## config.mk

```make
export PLATFORM = sky130hd
export DESIGN_NAME = sdram_port_arbiter
export DESIGN_NICKNAME = d
export VERILOG_FILES = /design/src/rtl/sdram_port_arbiter.sv
export SDC_FILE = /design/constraint.sdc
export NUM_CORES = 1
export LEC_CHECK = 0
export CAP_MARGIN = 20
export CORE_MARGIN = 10
export CORE_UTILIZATION = 40
export DETAILED_ROUTE_END_ITERATION = 6
export PLACE_DENSITY = 0.81
export SKIP_LAST_GASP = 1
export SYNTH_ARGS = -nofsm -noshare
export SYNTH_HDL_FRONTEND = slang
export SYNTH_SLANG_ARGS = --single-unit
export TNS_END_PERCENT = 10
```

## constraint.sdc

```tcl
create_clock -name clk -period 2.1 [get_ports clk]
set_clock_uncertainty 0.2 [all_clocks]
set_input_delay 0.63 -clock clk [delete_from_list [all_inputs] [get_ports clk]]
set_output_delay 0.63 -clock clk [all_outputs]
set_load 0.05 [all_outputs]
```

## src/rtl/sdram_port_arbiter.sv

```systemverilog
// Round-robin arbiter that shares one single-command SDRAM controller port between
// several requesters, tracking read bursts and aborting stalled transactions.
module sdram_port_arbiter #(
    parameter int NUM_PORTS         = 2,
    parameter int READ_BURST_LENGTH = 1,
    parameter int TIMEOUT_CYCLES    = 1024
) (
    input  logic                      clk,
    input  logic                      reset_n,
    input  logic [NUM_PORTS-1:0]      port_request,
    input  logic [NUM_PORTS-1:0]      port_write,
    input  logic [22*NUM_PORTS-1:0]   port_address,
    input  logic [16*NUM_PORTS-1:0]   port_data_write,
    output logic [NUM_PORTS-1:0]      port_grant,
    output logic [15:0]               port_data_read,
    output logic [NUM_PORTS-1:0]      port_data_read_valid,
    output logic [NUM_PORTS-1:0]      port_data_write_done,
    output logic                      timeout_error,
    output logic [1:0]                command,
    output logic [21:0]               data_address,
    output logic [15:0]               data_write,
    input  logic [15:0]               data_read,
    input  logic                      data_read_valid,
    input  logic                      data_write_done,
    output logic [1:0]                fsm_state
);
    localparam int PW = $clog2(NUM_PORTS);
    localparam int TW = $clog2(TIMEOUT_CYCLES + 1);

    typedef enum logic [1:0] {
        IDLE       = 2'd0,
        ISSUE      = 2'd1,
        WAIT_READ  = 2'd2,
        WAIT_WRITE = 2'd3
    } state_t;

    state_t          state, state_next;
    logic [PW-1:0]   winner, rr_ptr, pick, hi_pick, lo_pick;
    logic            hi_valid, pick_valid, pick_write, is_write;
    logic [21:0]     pick_address;
    logic [15:0]     pick_data;
    logic [8:0]      beat_cnt;
    logic [TW-1:0]   wait_cnt;
    logic            in_wait, last_beat, write_end, timed_out;

    // First requester at or above rr_ptr wins; otherwise wrap to the lowest requester.
    always_comb begin
        hi_pick    = '0;
        lo_pick    = '0;
        hi_valid   = 1'b0;
        pick_valid = |port_request;
        for (int j = NUM_PORTS - 1; j >= 0; j--) begin
            if (port_request[j]) begin
                lo_pick = PW'(j);
                if (PW'(j) >= rr_ptr) begin
                    hi_pick  = PW'(j);
                    hi_valid = 1'b1;
                end
            end
        end
        pick = hi_valid ? hi_pick : lo_pick;
    end

    always_comb begin
        pick_write   = 1'b0;
        pick_address = '0;
        pick_data    = '0;
        for (int j = 0; j < NUM_PORTS; j++) begin
            if (pick == PW'(j)) begin
                pick_write   = port_write[j];
                pick_address = port_address[22*j +: 22];
                pick_data    = port_data_write[16*j +: 16];
            end
        end
    end

    always_ff @(posedge clk or negedge reset_n) begin
        if (!reset_n) state <= IDLE;
        else          state <= state_next;
    end

    // A completion arriving on the final timeout cycle wins over the abort.
    always_comb begin
        in_wait    = (state == WAIT_READ) || (state == WAIT_WRITE);
        last_beat  = (state == WAIT_READ) && data_read_valid &&
                     (beat_cnt == 9'(READ_BURST_LENGTH - 1));
        write_end  = (state == WAIT_WRITE) && data_write_done;
        timed_out  = in_wait && (wait_cnt == TW'(TIMEOUT_CYCLES - 1)) && !last_beat && !write_end;
        state_next = state;
        case (state)
            IDLE:       if (pick_valid) state_next = ISSUE;
            ISSUE:      state_next = is_write ? WAIT_WRITE : WAIT_READ;
            WAIT_READ:  if (last_beat || timed_out) state_next = IDLE;
            WAIT_WRITE: if (write_end || timed_out) state_next = IDLE;
            default:    state_next = IDLE;
        endcase
    end

    // Pointer advances at grant time, so completion and abort treat it identically.
    always_ff @(posedge clk or negedge reset_n) begin
        if (!reset_n) begin
            winner       <= '0;
            is_write     <= 1'b0;
            rr_ptr       <= '0;
            data_address <= '0;
            data_write   <= '0;
            beat_cnt     <= '0;
            wait_cnt     <= '0;
        end else begin
            case (state)
                IDLE: begin
                    if (pick_valid) begin
                        winner       <= pick;
                        is_write     <= pick_write;
                        data_address <= pick_address;
                        data_write   <= pick_data;
                    end
                end
                ISSUE: begin
                    rr_ptr   <= (winner == PW'(NUM_PORTS - 1)) ? '0 : winner + PW'(1);
                    beat_cnt <= '0;
                    wait_cnt <= '0;
                end
                WAIT_READ: begin
                    wait_cnt <= wait_cnt + TW'(1);
                    if (data_read_valid) beat_cnt <= beat_cnt + 9'd1;
                end
                default: wait_cnt <= wait_cnt + TW'(1);
            endcase
        end
    end

    always_comb begin
        command              = 2'd0;
        port_grant           = '0;
        port_data_read_valid = '0;
        port_data_write_done = '0;
        port_data_read       = '0;
        timeout_error        = timed_out;
        fsm_state            = state;
        if (state == ISSUE)     command = is_write ? 2'd1 : 2'd2;
        if (state == WAIT_READ) port_data_read = data_read;
        for (int j = 0; j < NUM_PORTS; j++) begin
            if (winner == PW'(j)) begin
                port_grant[j]           = (state == ISSUE);
                port_data_read_valid[j] = (state == WAIT_READ) && data_read_valid;
                port_data_write_done[j] = write_end;
            end
        end
    end
endmodule
```

Word level (Yosys, flattened, before mapping). Cells that the tools add are included.

Flip-flop bits (word level): 63. Output and inout port bits: 65. Logic and storage cells: 69.

Add/subtract/negate cells: 3. Magnitude comparators: 2. Equal/unequal tests: 8. Multiplexer cells: 30. Reduce and logical (&&, ||, !) cells: 18.

Operators with widths (count): $mux W16 (2); $mux W22 (1); $pmux W11 S2 (1); $mux W1 (18); $pmux W9 S2 (1); $add A11 B1 Y11 const B (1); $eq A11 B10 Y1 const B (1); $mux W2 (5); $add A9 B1 Y9 const B (1); $logic_not A9 Y1 (1); $mux W9 (1); $pmux W2 S4 (1); $logic_and A1 B1 Y1 (6); $eq A2 B2 Y1 const B (2); $ne A2 B1 Y1 const B (2); $ne A2 B2 Y1 const B (2); $reduce_and A2 Y1 (2); $logic_or A1 B1 Y1 (3); $reduce_and A3 Y1 (1); $eq A2 B1 Y1 const B (1); $ge A1 B1 Y1 const A (2); $logic_not A1 Y1 (2); $logic_not A2 Y1 (1); $reduce_bool A2 Y1 (1); 2 further kinds (2).

Longest topological paths before layout. Gate-level depths: netlist of the first run.

Depth in word-level cells: 9. Gate-level depth with buffers: 6.

Worst setup path before layout of the first run. Ideal clock, no wire load.

Path type: register -> output. Start: register state[1], in the netlist fsm_state[1]. End: output timeout_error. Arrival: 2.369 ns. Data required time: 1.270 ns. Slack: -1.099 ns. Cell stages (with the launch flop): 4. Path buffers: 0. Path through: dfrtp_1 > and4_4 > nand4_2 > a211oi_1.

Word-level cells in the longest chain between the ends: 6. Elaborated cells between the ends (all ways): 11. Classes of those cells: eq/ne: 2; reduce/logical: 9.

RTL lines: start, declared (line 37) `state_t state, state_next;`; start signal, assigned (line 79) `else state <= state_next;`; $eq A2 B2 Y1 (line 84, 85); $logic_and A1 B1 Y1 (2 in a row) (line 85) `last_beat = (state == WAIT_READ) && data_read_valid &&`; $logic_not A1 Y1 (line 88) `timed_out = in_wait && (wait_cnt == TW'(TIMEOUT_CYCLES - 1)) && !last_beat && !write_end;`; $logic_and A1 B1 Y1 (line 88); $logic_and A1 B1 Y1 (*) (line 88); end, declared (line 18) `output logic timeout_error,`.

Every way passes the cells marked *; elsewhere a longest branch is shown, timed or not.

Worst setup path in the final report of the first run.
Start: register beat_cnt[0]. End: output timeout_error.

Word-level cells in the longest chain between the ends: 5.

RTL lines: start, declared (line 42) `logic [8:0] beat_cnt;`; start signal, assigned (line 126) `if (data_read_valid) beat_cnt <= beat_cnt + 9'd1;`; $logic_not A9 Y1 (line 86) `(beat_cnt == 9'(READ_BURST_LENGTH - 1));`; $logic_and A1 B1 Y1 (line 85); $logic_not A1 Y1 (line 88); $logic_and A1 B1 Y1 (2 in a row) (line 88).

Every way passes these cells.

==> impl_metrics.py, run 1 <==
metrics = {
    "worst_setup_path": {
        "crit_type": "reg2out",
        "crit_arrival_ps": 1690,
        "reg2reg_slack_ps": 220,
        "cpPeakStageDelay_ps": 340,
        "worstReg2RegEnd": "fsm_state[1]",
        "crit_chain": "inv_1 -> ha_1 -> nor4b_1 -> and4b_2 -> a211oi_4 -> buf_12",
        "cpMaxStageDelayCell": "dfrtp_1",
        "critPathRequiredTime_ps": 1270,
        "ff2ff_path_depth": 6,
        "critPathLaunchType": "flip-flop",
        "critical_path.max_fanout": 2,
        "end_kind": "primary output",
        "crit_path_start": "beat_cnt[0]",
        "r2r-start": "wait_cnt[0]",
    },
    "global_routing": {
        "grt_pass1_wl_mm": 16.1,
        "grt_overflow": 0,
        "grt_pass1_vias": 3163,
        "antenna_found_initial": 0,
        "track_usage_pct": 16.9,
        "grt_max_degree": 53,
    },
    "power": {
        "p_int_w": 0.00439,
        "seq_power_share_pct": 24.5,
        "max-vdd-ir-drop_uv": 716,
        "power.density_nw_per_um2": 1440,
        "power_frac_comb_pct": 62.2,
        "switching_share_pct": 46.6,
        "power.switching_w": 0.00383,
        "p_leak_nw": 2.68,
        "clock_power_share_pct": 13.4,
    },
    "sta": {
        "fmax_ghz": 0.397,
        "finalSetupTns_ps": -6670,
        "period_needed_ps": 2520,
        "fin_ws_ps": -422,
        "rsz0062_at_grt": "true",
        "hold_viol": 0,
        "timing.final.crit_share_pct": 120,
        "whs_ps": 59.8,
        "relSlewSlack_pct": 67.4,
        "tightest_slew_ps": 489,
        "finalMaxSlewViolations": 0,
        "setup_viol": 25,
    },
    "die": {
        "dieHeight_um": 110,
        "coreArea_um2": 7770,
        "start_util_pct": 41.3,
        "boundaryPins": 165,
        "rows": 32,
        "dieArea_um2": 12000,
        "fp.dieW_um": 110,
    },
    "synth": {
        "synth_flop_cell": "dfrtp_1",
        "synth_top_cell_by_area": "dfrtp_1",
        "seq_area_frac_synth_pct": 49.2,
        "synth.cell_area_um2": 3210,
        "synthDistinctLibCells": 36,
        "ys.warnings.count": 0,
        "syn-mean-instance-area_um2": 9.92,
        "synthTopCellsByArea": "dfrtp_1 49%, mux2i_1 14%, o21ai_0 7.2%, nand2_1 6.4%, and2_1 3.9%",
        "postSynthCellCount": 323,
        "synth_edf_count": 0,
        "syn_nets": 426,
        "async_reset_ff_share_pct": 100,
        "ys_ff_latch": 63,
        "yosysTopAreaCellShare_pct": 49.2,
    },
    "detailed_routing": {
        "firstDrtPassIters": 4,
        "drtAntennaViolNets": 0,
        "drc": 0,
        "num_vias": 3046,
        "viasPerCell": 4.90,
        "wl_per_cell_um": 16.4,
        "drtIter0Drc": 65,
        "totalWireLength_mm": 10.2,
    },
    "run_status": {
        "violations": "setup timing",
        "outcome": "finished, violations left",
    },
    "clocking": {
        "cts.sinks": 63,
        "cts_tree": "yes",
        "htreeDepth": 3,
        "clk_path_buf_depth": 2,
        "cts-root-buf": "clkbuf_8",
        "cts-buffers-inserted": 9,
        "path_clk_slew_ps": 70,
        "clk_latency_ps": 320,
    },
    "final_layout": {
        "final_layout_size_suffix_gt1_share_pct": 26.9,
        "fillCellCount": 560,
        "final_common_cell": "clkdlybuf4s50_1",
        "syn2layout_area_growth_pct": 77.9,
        "layout_common_cells": "96 x clkdlybuf4s50_1, 62 x buf_4, 61 x dfrtp_1",
        "nets": 618,
        "num_antenna_cells": 0,
    },
    "placed_design": {
        "place.gp.congestion": 0.816,
        "io_buffers": 164,
        "place_hpwl_mm": 8.29,
    },
    "min_path": {
        "hold_class": "in2async",
    },
    "job": {
        "drv_cap": 0,
    },
}
==> cell type report <==
cell class	count	area [µm²]	area share (%)
Clock buffer	12	135	2.37
Sequential cell	63	1580	27.7
Timing Repair Buffer	199	2190	38.4
Inverter	5	18.8	0.329
Clock inverter	4	70.1	1.23
Multi-Input combinational cell	237	1580	27.8
Tap cell	102	128	2.24
==> critical path: cells and delay by family, from the launching register on <==
family	cells	cell delay, ps
adders and majority gates	1	190
and+or+nand+nor	2	370
DFF	1	340
AOI/OAI and AO/OA	1	250
buffers and inverters	2	220
==> timing repair <==
item,4_1_cts,5_1_grt
endpoints found under the setup margin,26,25
cloned,0,0
gates resized for setup,8,5
pin swaps,2,2
setup buffers,1,1
hold buffers,0,0
==> layer usage <==
| layer | up-vias | part of all wire [%] | GRT usage [%] |
|---|---|---|---|
| li1 | 1495 | - | - |
| met1 | 1405 | 37 | 17.9 |
| met2 | 131 | 52 | 29.2 |
| met3 | 15 | 9.1 | 6.67 |
| met4 | 0 | 2.0 | 7.25 |
| met5 | - | 0 | 0 |
==> synth_stat cells (2+ instances only) <==
cell,instances
a211oi_1,2
a21oi_1,2
and2_1,20
and3_1,7
buf_2,4
buf_4,5
clkbuf_1,8
dfrtp_1,63
ha_1,3
inv_1,5
mux2i_1,45
nand2_1,55
nand3_1,9
nand4_1,2
nor2_1,12
nor2b_1,5
nor3_1,5
o21ai_0,46
o31ai_1,3
xnor2_1,6
==> logic make-up (layout without fill, tap and decap cells) <==
kind of cell	count (synthesis)	in the layout	share of synthesized area [%]
flops	63	63	49.2
xor+xnor	6	6	1.64
buf+inv	23	220	3.67
mux	45	45	14.1
simple gates	123	123	19.3
fa+ha+maj	3	3	1.17
compound gates	60	60	11.0
==> through the flow <==
| step | area (µm²) | cells | util (%) | power, W | setup WS (ps) |
|---|---|---|---|---|---|
| after floorplan | 3260 | 323 | - | 0.00491 | -306 |
| after global placement | 5450 | 604 | 70.2 | 0.00702 | -473 |
| after detailed placement | 5450 | 604 | 70.2 | 0.00713 | -506 |
| after CTS | 5680 | 621 | 73.1 | 0.00829 | -481 |
| after global routing | 5700 | 622 | 73.4 | 0.00867 | -506 |
| final | 5700 | 622 | 73.4 | 0.00822 | -422 |
==> registers in the layout, summed over array words and instances (netlist names) <==
register	cells
data_write	16
fsm_state	2
wait_cnt	11
winner	1
rr_ptr	1
data_address	22
is_write	1
beat_cnt	9
==> worst max path at each step <==
stage,endpoint,cells past startpoint
detailed placement,timeout_error,4
floorplan,timeout_error,4
CTS,timeout_error,6
global route,timeout_error,6
finish,timeout_error,6
global placement,timeout_error,4
==> power by group through the flow <==
stage                     sequential (W)  combinational, W  clock, W
after global placement           0.00199           0.00503         0
after global routing             0.00207           0.00541   0.00118
after detailed placement         0.00201           0.00512         0
after CTS                        0.00201           0.00516   0.00113
after floorplan                  0.00325           0.00166         0
final                            0.00201           0.00511   0.00110
No activity file was read; power rests on OpenSTA's default activity.
==> run 2: changes to the inputs <==
--- a/config.mk
+++ b/config.mk
@@ -5,9 +5,10 @@
 export SDC_FILE = /design/constraint.sdc
 export NUM_CORES = 1
 export LEC_CHECK = 0
+export ABC_AREA = 1
 export CAP_MARGIN = 20
 export CORE_MARGIN = 10
-export CORE_UTILIZATION = 40
+export CORE_UTILIZATION = 41
 export DETAILED_ROUTE_END_ITERATION = 6
 export PLACE_DENSITY = 0.81
 export SKIP_LAST_GASP = 1
==> run 2 against run 1 <==
The flow still finishes with violations (setup timing); synthesized area grew 4.5%; critical path type unchanged; critical endpoint unchanged; sequential share of layout area shrank 1.4 points; core utilization grew 3.0 points; hold slack lost 21 ps.
==> impl_metrics.py, run 2 <==
metrics = {
    "synth": {
        "synthTopCellsByArea": "dfrtp_1 47%, a21oi_1 12%, nor2_1 8.9%, nand2_1 7.5%, inv_1 4.8%",
        "synth_top_cell_by_area": "dfrtp_1",
        "syn_nets": 526,
        "yosysMostFrequentCell": "a21oi_1",
        "synth.cell_area_um2": 3350,
        "synth_common_cells": "82 x a21oi_1, 79 x nor2_1, 67 x nand2_1",
        "syn-mean-instance-area_um2": 7.92,
        "ys_ff_latch": 63,
        "seq_area_frac_synth_pct": 47.1,
        "yosysTopAreaCellShare_pct": 47.1,
        "synth_flop_cell": "dfrtp_1",
        "synthDistinctLibCells": 35,
        "postSynthCellCount": 423,
        "ys.warnings.count": 0,
        "synth_edf_count": 0,
        "async_reset_ff_share_pct": 100,
    },
    "power": {
        "p_leak_nw": 2.69,
        "p_int_w": 0.00453,
        "power_frac_comb_pct": 66.8,
        "power.switching_w": 0.00445,
        "clock_power_share_pct": 10.4,
        "seq_power_share_pct": 22.8,
        "power.density_nw_per_um2": 1500,
        "max-vdd-ir-drop_uv": 1030,
        "switching_share_pct": 49.6,
        "power_w": 0.00898,
    },
    "global_routing": {
        "grt_overflow": 0,
        "antenna_found_initial": 0,
        "grt_pass1_wl_mm": 19.0,
        "grt_max_degree": 41,
        "grt_pass1_vias": 3865,
        "track_usage_pct": 20.1,
    },
    "detailed_routing": {
        "firstDrtPassIters": 5,
        "drc": 0,
        "viasPerCell": 5.01,
        "num_vias": 3666,
        "totalWireLength_mm": 12.2,
        "drtIter0Drc": 146,
        "wl_per_cell_um": 16.7,
        "drtAntennaViolNets": 0,
    },
    "placed_design": {
        "io_buffers": 164,
        "place.gp.congestion": 0.834,
        "place_hpwl_mm": 9.63,
        "placed_cells": 704,
        "dp_worst_setup_slack_ps": -507,
    },
    "die": {
        "dieArea_um2": 12200,
        "boundaryPins": 165,
        "dieHeight_um": 110,
        "coreArea_um2": 7850,
        "fp.dieW_um": 110,
        "rows": 32,
        "start_util_pct": 42.7,
    },
    "final_layout": {
        "regArea_um2": 1580,
        "multi_input_area_um2": 1640,
        "fin_util_pct": 76.5,
        "syn2layout_area_growth_pct": 79.1,
        "instances_no_fill": 732,
        "final_common_cell": "clkdlybuf4s50_1",
        "layout_common_cells": "96 x clkdlybuf4s50_1, 82 x a21oi_1, 74 x buf_4",
        "largest_reg_flops": 22,
        "largest-register": "data_address",
        "num_antenna_cells": 0,
        "fillCellCount": 557,
        "nets": 729,
        "final_layout_size_suffix_gt1_share_pct": 29.8,
        "largestRegisters": "data_address x22, data_write x16, wait_cnt x11",
    },
    "worst_setup_path": {
        "critical_path.max_fanout": 2,
        "end_kind": "primary output",
        "crit_arrival_ps": 1590,
        "crit_type": "reg2out",
        "critPathRequiredTime_ps": 1270,
        "crit_chain": "inv_2 -> ha_4 -> nand2_4 -> nor2_4 -> nand3b_1 -> nand3_4 -> clkinvlp_4 -> buf_8",
        "critPathLaunchType": "flip-flop",
        "cpMaxStageDelayCell": "dfrtp_1",
        "cpPeakStageDelay_ps": 390,
    },
    "sta": {
        "tightest_slew_ps": 483,
        "hold_viol": 0,
        "finalSetupTns_ps": -3670,
        "rsz0062_at_grt": "true",
        "fin_ws_ps": -320,
        "fmax_ghz": 0.413,
        "timing.final.crit_share_pct": 115,
        "period_needed_ps": 2420,
        "relSlewSlack_pct": 67.8,
        "setup_viol": 25,
        "finalMaxSlewViolations": 0,
    },
    "run_status": {
        "violations": "setup timing",
        "outcome": "finished, violations left",
    },
    "job": {
        "drv_cap": 0,
    },
    "clocking": {
        "cts_hold_buffers": 0,
        "cts.sinks": 63,
        "clk_latency_ps": 340,
        "htreeDepth": 3,
        "cts-buffers-inserted": 9,
        "cts-root-buf": "clkbuf_8",
        "path_clk_slew_ps": 70,
        "cts_tree": "yes",
        "clk_path_buf_depth": 2,
    },
    "min_path": {
        "hold_class": "in2async",
    },
}
## run 2: per-layer routing
layer / track usage [%] / up-vias / wire length [µm]
li1: - / 1767 / -
met1: 20.8 / 1715 / 4660
met2: 34.3 / 170 / 5850
met3: 10.5 / 14 / 1540
met4: 6.61 / 0 / 188
met5: 0 / - / 0
## run 2: logic make-up after synthesis
family,share of synthesized area [%]
flops,47.1
compound gates,17.2
mux,0.635
buf+inv,10.5
simple gates,22.9
xor+xnor,0.523
fa+ha+maj,1.12
## run 2: through the flow
step	area (µm²)	hold WS, ps
CTS	5940	50.8
floorplan	3500	134
finish	6000	39.2
global placement	5640	297
detailed placement	5640	306
global route	6000	67.9
## run 2: power groups by stage
| stage | logic (W) | clock network [W] | registers, W |
|---|---|---|---|
| floorplan | 0.00213 | 0 | 0.00334 |
| global placement | 0.00561 | 0 | 0.00204 |
| detailed placement | 0.00572 | 0 | 0.00206 |
| CTS | 0.00594 | 0.000945 | 0.00204 |
| global route | 0.00636 | 0.000992 | 0.00211 |
| finish | 0.00599 | 0.000935 | 0.00205 |
## run 2: worst paths after layout
path / startpoint / end / slack (ps) / cells past startpoint
setup reg to reg: fsm_state[1] / data_address[0] / 220 / 8
hold reg to reg: rr_ptr / rr_ptr / 310 / 2
min in group clk: rr_ptr / rr_ptr / 310 / 2
max in group asynchronous: reset_n / data_address[7] / 1050 / 2
hold / removal: reset_n / data_address[20] / 40 / 1
setup / recovery: beat_cnt[1] / timeout_error / -320 / 8
## run 2: critical path: cells and delay by family (launching register included)
kind,cells,cell delay (ps)
adders and majority gates,1,140
DFF,1,390
and+or+nand+nor,4,390
buffers and inverters,3,320
## run 2: repair_timing
| action | in CTS | in global routing |
|---|---|---|
| buffers inserted | 10 | 3 |
| pin swaps | 9 | 4 |
| endpoints found under the setup margin | 25 | 25 |
| gates resized for setup | 21 | 5 |
| endpoints found under the hold margin | 0 | 0 |
## run 2: cell type report
class | instances | share of cell area, %
timing repair buffer | 211 | 38.1
tap | 102 | 2.13
sequential | 63 | 26.3
inverter | 50 | 3.36
multi-input combinational | 291 | 27.3
clock inverter | 1 | 0.0834
clock buffer | 14 | 2.71
==> variant 1, RTL diff (config.mk and constraints of run 2) <==
Set the parameter `NUM_PORTS` to 4 (it was 2).
--- a/src/rtl/sdram_port_arbiter.sv
+++ b/src/rtl/sdram_port_arbiter.sv
@@ -3,3 +3,3 @@
 module sdram_port_arbiter #(
-    parameter int NUM_PORTS         = 2,
+    parameter int NUM_PORTS         = 4,
     parameter int READ_BURST_LENGTH = 1,
Interface: changed (7 resized); port bits go from 165 to 251. The function was not compared with the original's and may differ.
==> variant 1 against run 2 <==
  * The run still ends with negative setup slack left
  * Combinational power is 34% higher
  * Worst hold slack better by 0.051 ns
  * Wire length is 63% higher
  * Total power is 23% higher
  * Sequential cell count is 2 higher
  * Setup slack worse by 0.068 ns
  * Cell area is 37% higher
  * Synthesized area is 29% higher
  * Maximum frequency is 2.7% lower
  * Critical path type unchanged
  * Largest cell class unchanged
  * Largest power group unchanged
==> variant 1: results (changes against run 2) <==
Global routing
  • Tot GR Track Use: 0.250 (+0.0491)
  • Largest net degree at the start of global routing: 66 (+61%)
  • Grt met3 use: 0.101 (-0.00450)
  • Vias in the first global route: 5797 (+50%)
  • Initial antenna violation count: 1 (+1)
  • Global-route wire length before repair: 30000 um (+58%)

Placed design
  • DP HPWL: 15200 um (+58%)
  • Number of buffers added on ports: 250 (+52%)
  • RD Place Congestion: 0.867 (+4.0%)
  • DP Area: 7700 um2 (+37%)
  • Post-place setup slack: -0.559 ns (-0.0519 ns)

Critical path
  • R2R depth: 10 (+2)
  • Setup crit start: wait_cnt[1]
  • Reg-to-reg critical path startpoint: beat_cnt[0]
  • Worst-path maximum fanout: 2 (unchanged)
  • Crit path DAT: 1.66 ns (+0.07 ns)
  • Top delay family on crit path: simple AND/OR/NAND/NOR gates

Route
  • Total Wirelength: 19900 um (+63%)
  • Routed wl met2: 10000 um (+71%)
  • Avg Vias per Cell: 5.14 (+2.6%)
  • Routed length on met3: 2190 um (+42%)
  • Wire per inst: 18.0 um (+7.7%)
  • Initial DRC Count: 274 (+88%)
  • Met1 wire length: 6880 um (+48%)

Yosys
  • Mapped Cells: 678 (+60%)
  • Post-synthesis xor/xnor area fraction: 0.00203 (-0.00320)
  • Yosys cell types: 25 (-29%)
  • Multiplexer share of the synthesized area: 0 (-0.00635)
  • Top post-synthesis cells by count: nand2_1 (203), inv_1 (86), nand3_1 (83)
  • Syn nets: 865 (+64%)
  • Synth Area in Compound Gates: 0.115 (-0.0577)
  • Main area contributors after synthesis: dfrtp_1 (38%), nand2_1 (18%), nand3_1 (9.6%), inv_1 (7.5%), o21ai_0 (7.2%)
  • Synth warn: 0 (unchanged)
  • Sequential element share of the synthesized area: 0.377 (-0.0938)

Final layout
  • Share of layout cells above drive strength 1: 0.220 (-0.0784)
  • Layout Nets: 1150 (+58%)
  • Area growth, synth to finish: 91.0%
  • Fillers: 678 (+22%)

Power
  • Switching share of power: 0.513 (+0.0170)
  • Lkg Pwr: 4.00 nW (+48%)
  • Worst VDD drop: 0.884 mV (-14%)

STA
  • Fin worst setup slack: -0.389 ns (-0.0684 ns)
  • Relative slew slack: 0.760 (+0.0820)
  • Setup violators final: 31 (+24%)
  • Sum Neg Setup Slack: -6.90 ns (-3.23 ns)

Outcome
  • Run status: finished with violations
  • Failing checks: negative setup slack

Clock tree
  • Clock Latency Late Sink: 0.34 ns (about the same)
  • CTS resizes: 27 (+29%)
  • Clock root cell: clkbuf_8
  • Setup Buffers After CTS: 3 (-7)
variant 1: path summary, 6_finish.rpt:
path / to / slack (ns)
min reg2reg: wait_cnt[9] / 0.24
max: timeout_error / -0.39
max reg2reg: beat_cnt[8] / 0.15
min: data_address[5] / 0.09
max in group asynchronous: fsm_state[0] / 1.30
min in group clk: wait_cnt[9] / 0.24
variant 1: cell type report:
cell class	instances	area share
clock inverters	4	0.00243
well taps	136	0.0206
repair buffers	307	0.417
diodes	1	0.000304
inverters	90	0.0421
flip-flops and latches	65	0.198
multi-input cells	490	0.303
clock buffers	12	0.0164
variant 1: power by group through the flow:
stage	Clock, mW	Sequential [mW]	Combinational, mW
after floorplan	0	3.32	3.06
after global placement	0	2.10	7.28
after detailed placement	0	2.12	7.46
after CTS	0.919	2.11	7.59
after global routing	0.974	2.18	8.56
final	0.909	2.12	8.00
==> variant 2, RTL diff (config.mk and constraints of run 2) <==
Without the edit above. Register the output `timeout_error`, cleared by the reset; this adds one clock of latency there. The other outputs are not delayed to match.
--- a/src/rtl/sdram_port_arbiter.sv
+++ b/src/rtl/sdram_port_arbiter.sv
@@ -35,2 +35,4 @@
     } state_t;
+
+    logic timeout_error_d;
 
@@ -138,3 +140,3 @@
         port_data_read       = '0;
-        timeout_error        = timed_out;
+        timeout_error_d      = timed_out;
         fsm_state            = state;
@@ -150,2 +152,10 @@
     end
+    always_ff @(posedge clk or negedge reset_n) begin
+        if (!reset_n) begin
+            timeout_error <= '0;
+        end else begin
+            timeout_error <= timeout_error_d;
+        end
+    end
+
 endmodule
Formal check against the unedited RTL: no difference found for any inputs over 10 cycles, from zero or initial values and one cycle with reset_n low; that may be too few to reach the edited logic, so the function may still have changed.
==> variant 2 against run 2 <==
  * Combinational power is 5.5% lower
  * Sequential cell count is 1 higher
  * Total power is 1.1% lower
  * Wire length is 3.0% lower
  * Cell area is 2.2% lower
  * Highest routed layer unchanged
  * Setup slack better by 0.17 ns
  * Synthesized cell count is 0.24% higher
  * Via count is 2.6% lower
  * Largest power group unchanged
  * Die area is 0.61% higher
  * Synthesized area is 0.75% higher
  * The run still ends with negative setup slack left
  * Sequential power is 4% higher
  * Sequential share of layout area is 1.1 points higher
  * Utilization is 4.0 points lower
==> variant 2: results (changes against run 2) <==
Clock tree
  • CTS clk-pin slew, worst paths: 0.07 ns (about the same)
  • H-tree levels: 3 (unchanged)

Route
  • Met1 wire length: 4510 um (-3.2%)
  • Wire per inst: 16.6 um (-0.60%)
  • Avg Vias per Cell: 5.00 (-0.19%)
  • Routed wl met2: 5710 um (-2.4%)
  • Initial DRC Count: 135 (-7.5%)

Global routing
  • Global-route wire length before repair: 19500 um (+2.5%)
  • Largest net degree at the start of global routing: 55 (+34%)
  • Tot GR Track Use: 0.190 (-0.0106)
  • Grt met3 use: 0.0996 (-0.00548)
  • Vias in the first global route: 3720 (-3.8%)

Yosys
  • Main area contributors after synthesis: dfrtp_1 (47%), a21oi_1 (12%), nor2_1 (8.8%), nand2_1 (7.5%), inv_1 (4.8%)
  • Post-synthesis xor/xnor area fraction: 0.00519 (-0.0000388)
  • Top post-synthesis cells by count: a21oi_1 (82), nor2_1 (79), nand2_1 (67)
  • Sequential element share of the synthesized area: 0.475 (+0.00393)
  • Adder-cell share of the synthesized area: 0.0111 (-0.0000831)
  • Syn nets: 527 (+0.19%)
  • Synth Area in Compound Gates: 0.171 (-0.00128)
  • Average size of a mapped cell: 7.96 um2 (+0.51%)
  • Multiplexer share of the synthesized area: 0.00630 (-0.0000471)

STA
  • Setup violators final: 25 (unchanged)
  • Fin worst setup slack: -0.154 ns (+0.167 ns)
  • Sum Neg Setup Slack: -3.00 ns (+0.670 ns)
  • Slew @ Worst Pin: 0.429 ns (-0.0540 ns)

Placed design
  • Post-place setup slack: -0.358 ns (+0.149 ns)
  • RD Place Congestion: 0.825 (-1.1%)
  • Cell count after placement: 691 (-1.8%)
  • DP HPWL: 9230 um (-4.1%)
  • DP Area: 5510 um2 (-2.3%)

Critical path
  • Slowest stage cell on the critical path: clkdlybuf4s50_1
  • Setup crit start: data_read[12]
  • Worst-path maximum fanout: 1 (-1)
  • Crit path DAT: 1.42 ns (-0.17 ns)
  • CP max stage delay: 0.47 ns (+0.08 ns)

Power
  • NetSw: 4.43 mW (-0.57%)
  • Lkg Pwr: 2.61 nW (-3.2%)
  • Worst VDD drop: 1.06 mV (+3.7%)

Outcome
  • Failing checks: negative setup slack
  • Run status: finished with violations

Worst hold path
  • Hold Crit Class: register to register

Final layout
  • Finished Layout Cells: 714 (-2.5%)
  • Share of layout cells above drive strength 1: 0.258 (-0.0406)
[variant 2: path summary, 6_finish.rpt]
path,slack (ns),cells past startpoint,to
max,-0.15,4,port_data_read[12]
min,0.33,2,data_address[14]
max reg2reg,0.19,8,data_write[13]
min reg2reg,0.33,2,data_address[14]
max in group asynchronous,0.62,3,beat_cnt[8]
min in group asynchronous,0.49,2,data_address[20]
[variant 2: what timing repair did]
| item | in CTS | in global routing |
|---|---|---|
| endpoints found under the hold margin | 10 | 0 |
| hold buffers | 1 | 0 |
| endpoints found under the setup margin | 24 | 25 |
| pin swaps | 7 | 2 |
| gates resized for setup | 19 | 3 |
| cloned | 1 | 0 |
| setup buffers | 4 | 1 |
[variant 2: final cells by class]
cell class | instances | area, um2
clock buffer | 13 | 159
clock inverter | 3 | 40.0
timing repair buffer | 187 | 2070
tap | 105 | 131
multi-input combinational | 292 | 1660
fill | 604 | 2230
sequential | 64 | 1610
inverter | 50 | 198
[variant 2: power by group through the flow]
stage          clock, mW  combinational, mW  sequential, mW
6_report            1.07               5.66            2.14
5_1_grt             1.15               6.01            2.21
4_1_cts             1.09               5.69            2.13
3_5_place_dp           0               5.47            2.11
3_3_place_gp           0               5.38            2.09
2_1_floorplan          0               2.16            3.36
[variant 2: logic make-up after synthesis]
group	count (synthesis)
multiplexers	2
flip-flops	64
adder cells (fa/ha/maj)	3
XOR/XNOR	2
buffers and inverters	69
AND/OR/NAND/NOR	178
AO/OA/AOI/OAI	106
[variant 2: critical path: cells and delay by family]
kind                   cells  cell delay [ns]
AND/OR/NAND/NOR            1             0.10
buffers and inverters      3             0.68
